### src/rtl/mb_atm_controller_if.sv
// Signal bundle for the Multibanco ATM session controller.
//
// Signalling: there is no valid/ready pair. EN is a level-sensitive session
// qualifier; while a session is open the serial lines (SALDO, PIN, VAL) are
// sampled on every rising CLK edge spent in the matching shifting state, MSB
// first, and COD is sampled once in the operation-select state. All outputs are
// registered except PAR, which follows SALDO_OUT combinationally.
//
// Modports:
//   master - session driver: drives EN/PIN/COD/VAL/SALDO, observes outputs
//   slave  - the controller: samples inputs, drives outputs and dbg_state
interface mb_atm_controller_if;
  logic       EN;
  logic       PIN;
  logic       COD;
  logic       VAL;
  logic       SALDO;
  logic       COD_OUT;
  logic [3:0] VAL_OUT;
  logic [3:0] SALDO_OUT;
  logic [4:0] ECRA;
  logic       PAR;
  logic [3:0] dbg_state;

  modport master (
    output EN, PIN, COD, VAL, SALDO,
    input  COD_OUT, VAL_OUT, SALDO_OUT, ECRA, PAR, dbg_state
  );

  modport slave (
    input  EN, PIN, COD, VAL, SALDO,
    output COD_OUT, VAL_OUT, SALDO_OUT, ECRA, PAR, dbg_state
  );
endinterface

### src/rtl/mb_atm_controller.sv
// Multibanco ATM session controller.
//
// Flow: IDLE -> LOAD (4 serial balance bits) -> PIN_IN (4 serial PIN bits)
// -> CHECK -> SELECT -> {DONE (balance inquiry) | VAL_IN -> DISPENSE -> DONE}.
// Wrong PINs accumulate in a tries counter that survives aborted sessions;
// reaching MAX_TRIES locks the block in BLOCKED until RST.
//
// Ports:
//   CLK - system clock, rising edge
//   RST - synchronous reset, active high
//   bus - mb_atm_controller_if.slave (EN/PIN/COD/VAL/SALDO in;
//         COD_OUT/VAL_OUT/SALDO_OUT/ECRA/PAR/dbg_state out)
module mb_atm_controller #(
  parameter logic [3:0] PIN_CODE  = 4'b1010,
  parameter int         MAX_TRIES = 3
) (
  input logic                   CLK,
  input logic                   RST,
  mb_atm_controller_if.slave    bus
);

  localparam logic [3:0] S_IDLE     = 4'd0;
  localparam logic [3:0] S_LOAD     = 4'd1;
  localparam logic [3:0] S_PIN_IN   = 4'd2;
  localparam logic [3:0] S_CHECK    = 4'd3;
  localparam logic [3:0] S_SELECT   = 4'd4;
  localparam logic [3:0] S_VAL_IN   = 4'd5;
  localparam logic [3:0] S_DISPENSE = 4'd6;
  localparam logic [3:0] S_DONE     = 4'd7;
  localparam logic [3:0] S_BLOCKED  = 4'd8;

  localparam logic [4:0] M_WELCOME   = 5'd0;
  localparam logic [4:0] M_LOADING   = 5'd1;
  localparam logic [4:0] M_ENTER_PIN = 5'd2;
  localparam logic [4:0] M_WRONG_PIN = 5'd3;
  localparam logic [4:0] M_SELECT_OP = 5'd4;
  localparam logic [4:0] M_ENTER_VAL = 5'd5;
  localparam logic [4:0] M_DISPENSED = 5'd6;
  localparam logic [4:0] M_BALANCE   = 5'd7;
  localparam logic [4:0] M_NO_FUNDS  = 5'd8;
  localparam logic [4:0] M_BLOCKED   = 5'd9;

  localparam logic [2:0] TRIES_LIMIT = 3'(MAX_TRIES);

  logic [3:0] state;
  logic [1:0] bit_cnt;
  logic [2:0] tries;
  logic [2:0] tries_inc;
  logic [3:0] pin_sr;
  logic [3:0] amt_sr;
  logic [4:0] ecra;
  logic [3:0] val_out;
  logic [3:0] saldo_out;
  logic       cod_out;
  logic       in_session;

  assign tries_inc = tries + 3'd1;

  // States in which dropping EN abandons the session.
  assign in_session = (state == S_LOAD)   || (state == S_PIN_IN) ||
                      (state == S_CHECK)  || (state == S_SELECT) ||
                      (state == S_VAL_IN) || (state == S_DISPENSE);

  always_ff @(posedge CLK) begin
    if (RST) begin
      state     <= S_IDLE;
      bit_cnt   <= 2'd0;
      tries     <= 3'd0;
      pin_sr    <= 4'd0;
      amt_sr    <= 4'd0;
      ecra      <= M_WELCOME;
      val_out   <= 4'd0;
      saldo_out <= 4'd0;
      cod_out   <= 1'b0;
    end else if (in_session && !bus.EN) begin
      // Abort: clear outputs and partial data, but keep tries.
      state     <= S_IDLE;
      bit_cnt   <= 2'd0;
      pin_sr    <= 4'd0;
      amt_sr    <= 4'd0;
      ecra      <= M_WELCOME;
      val_out   <= 4'd0;
      saldo_out <= 4'd0;
      cod_out   <= 1'b0;
    end else begin
      case (state)
        S_IDLE: begin
          ecra      <= M_WELCOME;
          val_out   <= 4'd0;
          saldo_out <= 4'd0;
          cod_out   <= 1'b0;
          if (bus.EN) begin
            state   <= S_LOAD;
            ecra    <= M_LOADING;
            bit_cnt <= 2'd0;
          end
        end
        S_LOAD: begin
          saldo_out <= {saldo_out[2:0], bus.SALDO};
          bit_cnt   <= bit_cnt + 2'd1;
          if (bit_cnt == 2'd3) begin
            state   <= S_PIN_IN;
            bit_cnt <= 2'd0;
            ecra    <= (tries != 3'd0) ? M_WRONG_PIN : M_ENTER_PIN;
          end
        end
        S_PIN_IN: begin
          pin_sr  <= {pin_sr[2:0], bus.PIN};
          bit_cnt <= bit_cnt + 2'd1;
          if (bit_cnt == 2'd3) begin
            state <= S_CHECK;
          end
        end
        S_CHECK: begin
          if (pin_sr == PIN_CODE) begin
            tries <= 3'd0;
            state <= S_SELECT;
            ecra  <= M_SELECT_OP;
          end else if (tries_inc == TRIES_LIMIT) begin
            tries     <= tries_inc;
            state     <= S_BLOCKED;
            ecra      <= M_BLOCKED;
            val_out   <= 4'd0;
            saldo_out <= 4'd0;
            cod_out   <= 1'b0;
          end else begin
            tries   <= tries_inc;
            state   <= S_PIN_IN;
            ecra    <= M_WRONG_PIN;
            bit_cnt <= 2'd0;
          end
        end
        S_SELECT: begin
          cod_out <= bus.COD;
          if (bus.COD) begin
            state <= S_DONE;
            ecra  <= M_BALANCE;
          end else begin
            state   <= S_VAL_IN;
            ecra    <= M_ENTER_VAL;
            bit_cnt <= 2'd0;
          end
        end
        S_VAL_IN: begin
          amt_sr  <= {amt_sr[2:0], bus.VAL};
          bit_cnt <= bit_cnt + 2'd1;
          if (bit_cnt == 2'd3) begin
            state <= S_DISPENSE;
          end
        end
        S_DISPENSE: begin
          // The amount <= balance guard makes the subtraction underflow-free.
          if ((amt_sr != 4'd0) && (amt_sr <= saldo_out)) begin
            saldo_out <= saldo_out - amt_sr;
            val_out   <= amt_sr;
            ecra      <= M_DISPENSED;
          end else begin
            val_out <= 4'd0;
            ecra    <= M_NO_FUNDS;
          end
          state <= S_DONE;
        end
        S_DONE: begin
          if (!bus.EN) begin
            state     <= S_IDLE;
            ecra      <= M_WELCOME;
            val_out   <= 4'd0;
            saldo_out <= 4'd0;
            cod_out   <= 1'b0;
          end
        end
        S_BLOCKED: begin
          ecra      <= M_BLOCKED;
          val_out   <= 4'd0;
          saldo_out <= 4'd0;
          cod_out   <= 1'b0;
        end
        default: begin
          state <= S_IDLE;
          ecra  <= M_WELCOME;
        end
      endcase
    end
  end

  assign bus.ECRA      = ecra;
  assign bus.VAL_OUT   = val_out;
  assign bus.SALDO_OUT = saldo_out;
  assign bus.COD_OUT   = cod_out;
  assign bus.PAR       = ^saldo_out;
  assign bus.dbg_state = state;

endmodule

### src/flat_wrapper.sv
// flat-port wrapper written by rule: the top's interface ports become plain ports
module mb_atm_controller_flat 
#(
  parameter logic [3:0] PIN_CODE  = 4'b1010,
  parameter int         MAX_TRIES = 3
)
  (CLK, RST, bus_EN, bus_PIN, bus_COD, bus_VAL, bus_SALDO, bus_COD_OUT, bus_VAL_OUT, bus_SALDO_OUT, bus_ECRA, bus_PAR, bus_dbg_state);
  mb_atm_controller_if bus_i ();
  input logic CLK;
  input logic RST;
  input wire logic [$bits(bus_i.EN)-1:0] bus_EN;
  input wire logic [$bits(bus_i.PIN)-1:0] bus_PIN;
  input wire logic [$bits(bus_i.COD)-1:0] bus_COD;
  input wire logic [$bits(bus_i.VAL)-1:0] bus_VAL;
  input wire logic [$bits(bus_i.SALDO)-1:0] bus_SALDO;
  output wire logic [$bits(bus_i.COD_OUT)-1:0] bus_COD_OUT;
  output wire logic [$bits(bus_i.VAL_OUT)-1:0] bus_VAL_OUT;
  output wire logic [$bits(bus_i.SALDO_OUT)-1:0] bus_SALDO_OUT;
  output wire logic [$bits(bus_i.ECRA)-1:0] bus_ECRA;
  output wire logic [$bits(bus_i.PAR)-1:0] bus_PAR;
  output wire logic [$bits(bus_i.dbg_state)-1:0] bus_dbg_state;
  assign bus_i.EN = bus_EN;
  assign bus_i.PIN = bus_PIN;
  assign bus_i.COD = bus_COD;
  assign bus_i.VAL = bus_VAL;
  assign bus_i.SALDO = bus_SALDO;
  assign bus_COD_OUT = bus_i.COD_OUT;
  assign bus_VAL_OUT = bus_i.VAL_OUT;
  assign bus_SALDO_OUT = bus_i.SALDO_OUT;
  assign bus_ECRA = bus_i.ECRA;
  assign bus_PAR = bus_i.PAR;
  assign bus_dbg_state = bus_i.dbg_state;
  mb_atm_controller #(.PIN_CODE(PIN_CODE), .MAX_TRIES(MAX_TRIES)) u_core (.CLK(CLK), .RST(RST), .bus(bus_i));
endmodule
### config.mk
export PLATFORM = sky130hd
export DESIGN_NAME = mb_atm_controller_flat
export DESIGN_NICKNAME = d
export VERILOG_FILES = /design/src/rtl/mb_atm_controller_if.sv /design/src/rtl/mb_atm_controller.sv /design/src/flat_wrapper.sv
export SDC_FILE = /design/constraint.sdc
export NUM_CORES = 1
export LEC_CHECK = 0
export BUFFER_PORTS_ARGS = -buffer_cell sky130_fd_sc_hd__buf_2
export CORE_UTILIZATION = 57
export DETAILED_ROUTE_END_ITERATION = 16
export PLACE_DENSITY = 0.82
export SETUP_SLACK_MARGIN = 0.3
export SLEW_MARGIN = 15
export SYNTH_ARGS = -nofsm -noshare
export SYNTH_HDL_FRONTEND = slang
export SYNTH_SLANG_ARGS = --single-unit
### constraint.sdc
create_clock -name CLK -period 2.4 [get_ports CLK]
set_input_delay 0.12 -clock CLK [delete_from_list [all_inputs] [get_ports CLK]]
set_output_delay 0.12 -clock CLK [all_outputs]
set_load 0.05 [all_outputs]
# Word level (Yosys, flattened, before mapping)
# Cells that the tools add are included.
# totals
regBits	31
in_bits	7
out_inout_bits	19
wordCells	98
# op_classes
n_addsub	3
n_lt_le_gt_ge	1
n_eq_ne	21
n_mux	35
bitwise	3
reduce_logical	26
# ops
cell	count
2-to-1 mux 4 bit	13
one-hot mux 5 bit (8 select lines)	1
one-hot mux 4 bit (9 select lines)	1
inequality test 2 bit (second input constant)	10
one-hot mux 4 bit (5 select lines)	1
equality test 4 x 3 -> 1 bit (second input constant)	4
one-hot mux 4 bit (4 select lines)	1
2-to-1 mux 5 bit	3
2-to-1 mux 2 bit	7
nonzero test 4 bit	3
one-hot mux 2 bit (5 select lines)	1
AND reduction 5 bit	2
nonzero test 5 bit	2
equality test 4 x 2 -> 1 bit (second input constant)	2
equality test 4 bit (second input constant)	2
AND reduction 4 bit	2
AND reduction 6 bit	1
OR reduction 2 bit	3
logical OR 1 bit	5
2-to-1 mux 1 bit	5
equality test 4 x 1 -> 1 bit (second input constant)	1
less-or-equal comparator 4 bit	1
zero test 4 bit	1
one-hot mux 1 bit (4 select lines)	1
13 further kinds	16

# Logic depth before layout (Yosys ltp)
# Gate-level depths: netlist of the first run.
# logic_depth
ltp_word	9
depth_mapped	8
ltp_nobuf	8

# Worst setup path after synthesis of the first run
# No wires, ideal clock.
# synth_path
kind	register -> register
start	reg u_core.saldo_out[0] (netlist: u_core.bus.SALDO_OUT[0])
end	reg u_core.saldo_out[3] (netlist: u_core.bus.SALDO_OUT[3])
setup_ps	86
arrival_time_ps	2294
required_ps	2314
slack_ps	20
path_stages_with_launch	9
period_less_slack_ps	2380
cell_sequence	dfxtp_1 inv_1 ha_1 fa_1 a21boi_0 o21a_1 o21ai_0 a21oi_1 a211oi_1
# synth_between
elab_chain_len	4
elab_cells_between_ends	7
# synth_rtl
item	line	rtl
from (decl)	mb_atm_controller.sv:53	logic [3:0] saldo_out;
from (signal assigned)	mb_atm_controller.sv:99	saldo_out <= {saldo_out[2:0], bus.SALDO};
from (signal assigned)	mb_atm_controller.sv:154	saldo_out <= saldo_out - amt_sr;
less-or-equal comparator 4 bit	mb_atm_controller.sv:153	if ((amt_sr != 4'd0) && (amt_sr <= saldo_out)) begin
logical AND 1 bit	mb_atm_controller.sv:153	
inequality test 2 bit (no line)	-	
AND reduction 5 bit (no line)	-	
# Parallel ways exist; a longest one is shown, timed or not. The select of a mux whose other input is x is not followed.
# A chain may end at the register's enable or synchronous reset.

# Worst setup path after layout of the first run
# layout_path
start	reg u_core.saldo_out[0] (netlist: u_core.bus.SALDO_OUT[0])
end	reg u_core.saldo_out[1] (netlist: u_core.bus.SALDO_OUT[1])
# The elaborated chain is that of the path after synthesis.

==> results of run 1 <==
how the worst max path moves through the flow:
| stage | from | to | slack, ns | cells after the start |
|---|---|---|---|---|
| 2_1_floorplan | u_core.bus.SALDO_OUT[0] | u_core.bus.SALDO_OUT[1] | 0.31 | 8 |
| 3_3_place_gp | u_core.bus.SALDO_OUT[0] | u_core.bus.SALDO_OUT[1] | 0.34 | 8 |
| 3_5_place_dp | u_core.bus.SALDO_OUT[0] | u_core.bus.SALDO_OUT[1] | 0.23 | 8 |
| 4_1_cts | u_core.bus.dbg_state[2] | u_core.bus.SALDO_OUT[1] | 0.31 | 5 |
| 5_1_grt | u_core.bus.SALDO_OUT[0] | u_core.bus.SALDO_OUT[1] | 0.24 | 8 |
| 6_report | u_core.bus.SALDO_OUT[0] | u_core.bus.SALDO_OUT[1] | 0.34 | 8 |
critical path: stages (launching register included):
cell and delay [ns]:
sky130_fd_sc_hd__dfxtp_4 0.37, sky130_fd_sc_hd__inv_1 0.04, sky130_fd_sc_hd__ha_1 0.21, sky130_fd_sc_hd__fa_2 0.35, sky130_fd_sc_hd__a21boi_0 0.14, sky130_fd_sc_hd__o21a_2 0.25
sky130_fd_sc_hd__o21a_4 0.25, sky130_fd_sc_hd__a2111oi_2 0.22, sky130_fd_sc_hd__nor3_1 0.09
logic make-up (layout without fill, tap and decap cells):
| kind of cell | Yosys count | after routing | synth area share [%] |
|---|---|---|---|
| AOI/OAI and AO/OA | 66 | 66 | 22.6 |
| xor gates and xnor gates | 6 | 6 | 2.79 |
| adders and majority gates | 9 | 9 | 6.37 |
| buffers and inverters | 24 | 53 | 5.77 |
| DFF | 30 | 30 | 31.9 |
| muxes | 5 | 5 | 2.65 |
| other | 1 | 1 | 0.199 |
| and+or+nand+nor | 96 | 96 | 27.8 |
area by class of cell:
type                    instances  area [sq um]  area share (%)
clock inverters                 2          60.1            2.65
repair buffers                 37           223            9.84
multi-input cells             183          1230            54.3
inverters                       8          30.0            1.33
clock buffers                   6          51.3            2.27
well taps                      44          55.1            2.43
flip-flops and latches         30           614            27.1
cell usage in the layout (no fill, tap or decap), types with 3 or more instances in the layout:
master / instances
sky130_fd_sc_hd__o21ai_0: 7
sky130_fd_sc_hd__buf_2: 24
sky130_fd_sc_hd__nand2_1: 20
sky130_fd_sc_hd__dfxtp_1: 25
sky130_fd_sc_hd__and3_1: 3
sky130_fd_sc_hd__nor4_1: 3
sky130_fd_sc_hd__nor2b_1: 6
sky130_fd_sc_hd__mux2i_1: 5
sky130_fd_sc_hd__dfxtp_4: 3
sky130_fd_sc_hd__a22oi_1: 6
sky130_fd_sc_hd__inv_1: 8
sky130_fd_sc_hd__a21oi_1: 26
sky130_fd_sc_hd__nor3_1: 10
sky130_fd_sc_hd__nand2b_1: 4
sky130_fd_sc_hd__xor2_1: 3
sky130_fd_sc_hd__nor2_1: 25
sky130_fd_sc_hd__ha_1: 8
sky130_fd_sc_hd__or3_1: 3
sky130_fd_sc_hd__nand3_1: 4
sky130_fd_sc_hd__clkbuf_4: 5
sky130_fd_sc_hd__buf_4: 11
sky130_fd_sc_hd__a2111oi_2: 3
sequential cells by signal, indices dropped and copies added (netlist names):
name / flops
u_core.amt_sr: 4
u_core.bit_cnt: 2
u_core.bus.COD_OUT: 1
u_core.bus.ECRA: 4
u_core.bus.SALDO_OUT: 4
u_core.bus.VAL_OUT: 4
u_core.bus.dbg_state: 4
u_core.pin_sr: 4
u_core.tries: 3
layer usage:
| layer | up-vias | track usage, % | routed length, um |
|---|---|---|---|
| met3 | 13 | 5.02 | 221 |
| met5 | - | 0 | 0 |
| met2 | 55 | 46.2 | 2290 |
| met1 | 876 | 35.5 | 2090 |
| met4 | 0 | 11.3 | 96 |
| li1 | 908 | - | - |
power breakdown:
group	switching [mW]	total [mW]	leakage, nW	internal [mW]
Sequential	0.121	0.701	0.246	0.580
Combinational	0.811	1.27	0.590	0.459
Clock	0.191	0.544	0.0585	0.353
Total	1.12	2.51	0.895	1.39
what timing repair did:
item / CTS / global route
pin swaps: 2 / 2
endpoints found under the setup margin: 3 / 10
endpoints found under the hold margin: 3 / 1
gates resized for setup: 9 / 10
hold buffers: 1 / 1
buffers inserted: 0 / 3
==> reports/results.txt, run 1 <==
result of the run = finished, final reports clean
maximum clock path buffer count = 2
number of warning messages in the yosys log = 0
start of the worst register-to-register path = u_core.bus.SALDO_OUT[0]
endpoint of the worst hold path = u_core.amt_sr[0]
weighted congestion at the end of routability-driven global placement = 0.882
clock skew after layout = 0.00578 ns
fraction of layout instances using a drive strength above 1 = 24.4%
actual transition at the worst max-transition pin = 0.889 ns
Top Ports = 26
largest net degree at the start of global routing = 27
Synth Net Count = 253
library cell with the largest summed area after synthesis = sky130_fd_sc_hd__dfxtp_1
Placed Cells = 297
top fanout value on the critical path = 5
Filler cells = 262
clock tree sinks = 30
top-count cell post-synth = sky130_fd_sc_hd__dfxtp_1
highest clock frequency the design can meet = 0.484 GHz
average size of a mapped cell = 7.96 sq um
tightest hold margin = 0.0320 ns
synth-to-layout area growth = 20.0%
data arrival time at the worst-slack endpoint = 2.27 ns
max capacitance violation total = 0
Core ar. = 3100 sq um
Die Area = 3540 sq um
Worst R2R End = u_core.bus.SALDO_OUT[1]
post-route standard cell area excluding fillers = 2260 sq um
FF-to-FF path depth = 8
setup slack of the critical path after layout = 0.336 ns
horizontal die dimension = 59.5 um
global-route wire length before repair = 7330 um
final net count = 281
number of buffers inserted by port buffering = 24
cell area after placement = 2050 sq um
number of flops mapped to enable cells by yosys = 0
residual overflow from global routing = 0
Setup TNS = 0 ns
router iterations before antenna repair = 4
ANT cells = 0
worst setup timing slack at the placement stage = 0.227 ns
remaining antenna violation count after routing = 0
power density over the cells = 1110 nW/um^2
leakage component of the power = 0.895 nW
Peak supply drop = 0.00101 V
most frequently used flop master after synthesis = sky130_fd_sc_hd__dfxtp_1
hold violation count in the final report = 0
number of antenna violations at the first check in global routing = 0
register area share after synthesis = 31.9%
Synth Instances = 237
number of global-route vias before repair = 1590
startpoint type of the worst setup path = flip-flop
H-tree Lvls = 2
post-route insts no fill = 310
standard-cell row count = 20
count of state elements after synthesis = 30
WL final = 4700 um
Post-synth ARST share = 0%
type of the worst setup path = flip-flop to flip-flop
vias = 1852
violation count after the first detailed-routing iteration = 141
setup repair after global routing missed its margin = true
cells taking the most area after synthesis = sky130_fd_sc_hd__dfxtp_1 (32%), sky130_fd_sc_hd__a21oi_1 (6.9%), sky130_fd_sc_hd__ha_1 (5.3%)
number of DRC violations after detailed routing = 0
core utilization of the finished layout = 72.9%
top cell type's share of synthesized area = 31.9%
worst hold path cell count = 3
power consumption = 2.51 mW
leading cell types by count after synthesis = sky130_fd_sc_hd__dfxtp_1 (30), sky130_fd_sc_hd__a21oi_1 (26), sky130_fd_sc_hd__nor2_1 (25)
headroom to the max-slew limit = 40.2%
Tot GR Track Use = 27.8%
Unique masters post-synth = 56
clock transition at the registers of the reported paths = 0.10 ns
Final Critical Period = 2.06 ns
worst-skew pair later-pin latency = 0.34 ns
kind of capture point of the worst setup path = flip-flop
classification of the worst-slack hold path = primary input to flip-flop
R2R setup slack = 0.34 ns
Clock Root Buffer = sky130_fd_sc_hd__clkbuf_4
DR vias/cell = 5.97
number of buffers created by CTS = 5
final number of setup-violating endpoints = 0
routed len/inst = 15.2 um
die span in y = 59.5 um
Starting Density = 60.8%
hold path startpoint = bus_VAL
Max Transition Viols Final = 0
worst endpoint required time = 2.61 ns
period utilisation layout = 86.0%
clock tree from TritonCTS = built
post-synthesis cell area = 1890 sq um
detailed placement HPWL = 3200 um
No activity file was read; power rests on OpenSTA's default activity.
==> run 2, diff against run 1 <==
- CORE_ASPECT_RATIO: default -> 0.6
==> run 2 against run 1 <==
Against the previous run:
- via count grew 2.7%
- worst hold slack better by 0.028 ns
- non-clock buffer count is 3 lower
- sequential power barely moved
- fmax is 2.9% lower
==> reports/results.txt, run 2 (synthesis gave the netlist of run 1 again) <==
clock transition at the registers of the reported paths = 0.07 ns (was 0.10 ns)
clock tree from TritonCTS = built (unchanged)
Top Ports = 26 (unchanged)
Worst R2R End = u_core.bus.SALDO_OUT[0] (was u_core.bus.SALDO_OUT[1])
power density over the cells = 1130 nW/um^2 (was 1110 nW/um^2)
startpoint type of the worst setup path = flip-flop (unchanged)
cell area after placement = 2040 sq um (was 2050 sq um)
combinational cell fraction of total power = 49.6% (was 50.5%)
Placed Cells = 294 (was 297)
fraction of power spent switching nets = 44.7% (about the same)
actual transition at the worst max-transition pin = 0.766 ns (was 0.889 ns)
worst endpoint required time = 2.56 ns (was 2.61 ns)
leading cell types in the layout, fill and taps excluded = sky130_fd_sc_hd__a21oi_1 (26), sky130_fd_sc_hd__nor2_1 (25), sky130_fd_sc_hd__buf_2 (24) (was sky130_fd_sc_hd__a21oi_1 (26), sky130_fd_sc_hd__nor2_1 (25), sky130_fd_sc_hd__dfxtp_1 (25))
worst setup timing slack at the placement stage = 0.254 ns (was 0.227 ns)
ANT cells = 0 (unchanged)
number of DRC violations after detailed routing = 0 (unchanged)
clock tree sinks = 30 (unchanged)
detailed placement HPWL = 3190 um (was 3200 um)
clock group share of total power = 23.3% (was 21.6%)
residual overflow from global routing = 0 (unchanged)
CP Capture Point = u_core.bus.SALDO_OUT[0] (was u_core.bus.SALDO_OUT[1])
period utilisation layout = 88.6% (was 86.0%)
critical path's largest stage delay = 0.38 ns (was 0.37 ns)
classification of the worst-slack hold path = primary input to flip-flop (unchanged)
result of the run = finished, final reports clean (unchanged)
maximum clock path buffer count = 2 (unchanged)
launching instance or port of the critical path = u_core.bus.SALDO_OUT[0] (unchanged)
die span in y = 46.6 um (was 59.5 um)
cell with the largest stage delay on the worst path = sky130_fd_sc_hd__dfxtp_4 (unchanged)
number of buffers inserted by port buffering = 24 (unchanged)
Starting Density = 62.8% (was 60.8%)
number of antenna violations at the first check in global routing = 0 (unchanged)
largest net degree at the start of global routing = 27 (unchanged)
data arrival time at the worst-slack endpoint = 2.28 ns (was 2.27 ns)
internal cell power = 1.44 mW (was 1.39 mW)
post-route insts no fill = 305 (was 310)
top fanout value on the critical path = 5 (unchanged)
leakage component of the power = 0.895 nW (about the same)
vias = 1902 (was 1852)
H-tree Lvls = 2 (unchanged)
WL final = 4970 um (was 4700 um)
number of global-route vias before repair = 1419 (was 1590)
routed len/inst = 16.3 um (was 15.2 um)
Clock Root Buffer = sky130_fd_sc_hd__clkbuf_8 (was sky130_fd_sc_hd__clkbuf_4)
most common library cell in the layout ignoring fill and taps = sky130_fd_sc_hd__a21oi_1 (unchanged)
start of the worst register-to-register path = u_core.bus.SALDO_OUT[0] (unchanged)
max capacitance violation total = 0 (unchanged)
weighted congestion at the end of routability-driven global placement = 0.843 (was 0.882)
remaining antenna violation count after routing = 0 (unchanged)
highest clock frequency the design can meet = 0.470 GHz (was 0.484 GHz)
headroom to the max-slew limit = 48.4% (was 40.2%)
number of buffers created by CTS = 5 (unchanged)
type of the worst setup path = flip-flop to flip-flop (unchanged)
worst-skew pair later-pin latency = 0.29 ns (was 0.34 ns)
horizontal die dimension = 76.3 um (was 59.5 um)
standard-cell row count = 15 (was 20)
hold path startpoint = bus_PIN (was bus_VAL)
global-route wire length before repair = 7110 um (was 7330 um)
fraction of layout instances using a drive strength above 1 = 26.6% (was 24.4%)
hold violation count in the final report = 0 (unchanged)
Max Transition Viols Final = 0 (unchanged)
Peak supply drop = 0.000962 V (was 0.00101 V)
violation count after the first detailed-routing iteration = 194 (was 141)
critical-path cell list = inv_4 -> ha_4 -> fa_2 -> a21boi_2 -> o21a_2 -> o21a_4 -> a2111oi_4 -> nor3_2 (was inv_1 -> ha_1 -> fa_2 -> a21boi_0 -> o21a_2 -> o21a_4 -> a2111oi_2 -> nor3_1)
Final Critical Period = 2.13 ns (was 2.06 ns)
R2R setup slack = 0.27 ns (was 0.34 ns)
setup slack of the critical path after layout = 0.273 ns (was 0.336 ns)
final net count = 278 (was 281)
router iterations before antenna repair = 4 (unchanged)
setup repair after global routing missed its margin = true (unchanged)
kind of capture point of the worst setup path = flip-flop (unchanged)
power consumption = 2.60 mW (was 2.51 mW)
clock skew after layout = 0.00661 ns (was 0.00578 ns)
Die Area = 3550 sq um (was 3540 sq um)
DR vias/cell = 6.24 (was 5.97)
tightest hold margin = 0.0603 ns (was 0.0320 ns)
Tot GR Track Use = 26.6% (was 27.8%)
sequential share of power = 27.1% (was 27.9%)
Switch Pwr = 1.16 mW (was 1.12 mW)
final number of setup-violating endpoints = 0 (unchanged)
synth-to-layout area growth = 21.4% (was 20.0%)
FF-to-FF path depth = 8 (unchanged)
post-route standard cell area excluding fillers = 2290 sq um (was 2260 sq um)
Core ar. = 3000 sq um (was 3100 sq um)
Setup TNS = 0 ns (unchanged)
core utilization of the finished layout = 76.3% (was 72.9%)
## run 2: cell count changes in the layout (fill, tap and decap cells not counted), sizes merged
cell,delta
clkbuf,+1
bufinv,-1
dlygate4sd3,-2
buf,-1
## run 2: repair_timing
| action | 4_1_cts | 5_1_grt |
|---|---|---|
| hold buffers | 0 | 0 |
| pin swaps | 0 | 5 |
| gates resized for setup | 1 | 26 |
| cloned | 0 | 0 |
| setup buffers | 0 | 3 |
| setup endpoints to repair | 3 | 10 |
## run 2: worst min path at each step
stage	endpoint	slack (ns)	cells past startpoint
2_1_floorplan	u_core.tries[1]	0.19	1
4_1_cts	u_core.tries[1]	0.05	2
3_5_place_dp	u_core.tries[0]	0.36	2
6_report	u_core.pin_sr[0]	0.06	3
5_1_grt	u_core.tries[1]	0.07	2
3_3_place_gp	u_core.tries[2]	0.35	2
## run 2: cell type report
type | instances | area (sq um)
clock buffers | 7 | 108
clock inverters | 1 | 30.0
fillers | 218 | 713
inverters | 8 | 32.5
multi-input cells | 183 | 1260
flip-flops and latches | 30 | 614
well taps | 42 | 52.6
repair buffers | 34 | 195
## run 2: worst max-delay path, delay by kind of cell (launching register included)
kind | cells | cell delay [ns]
AO/OA/AOI/OAI | 4 | 0.97
adder cells (fa/ha/maj) | 2 | 0.53
buffers and inverters | 1 | 0.04
flip-flops | 1 | 0.38
AND/OR/NAND/NOR | 1 | 0.08
## run 2: power groups by stage
stage               logic [mW]  clock network [mW]  registers (mW)
floorplan                0.759                   0           0.842
global placement          1.11                   0           0.695
detailed placement        1.12                   0           0.701
CTS                       1.13               0.605           0.691
global route              1.37               0.624           0.715
finish                    1.29               0.606           0.703
## run 2: per-layer routing
metal / vias up / global-route usage, % / routed length (um)
li1: 904 / - / -
met1: 881 / 41.4 / 2470
met2: 102 / 35.5 / 2010
met3: 15 / 6.73 / 398
met4: 0 / 5.77 / 91
met5: - / 0 / 0
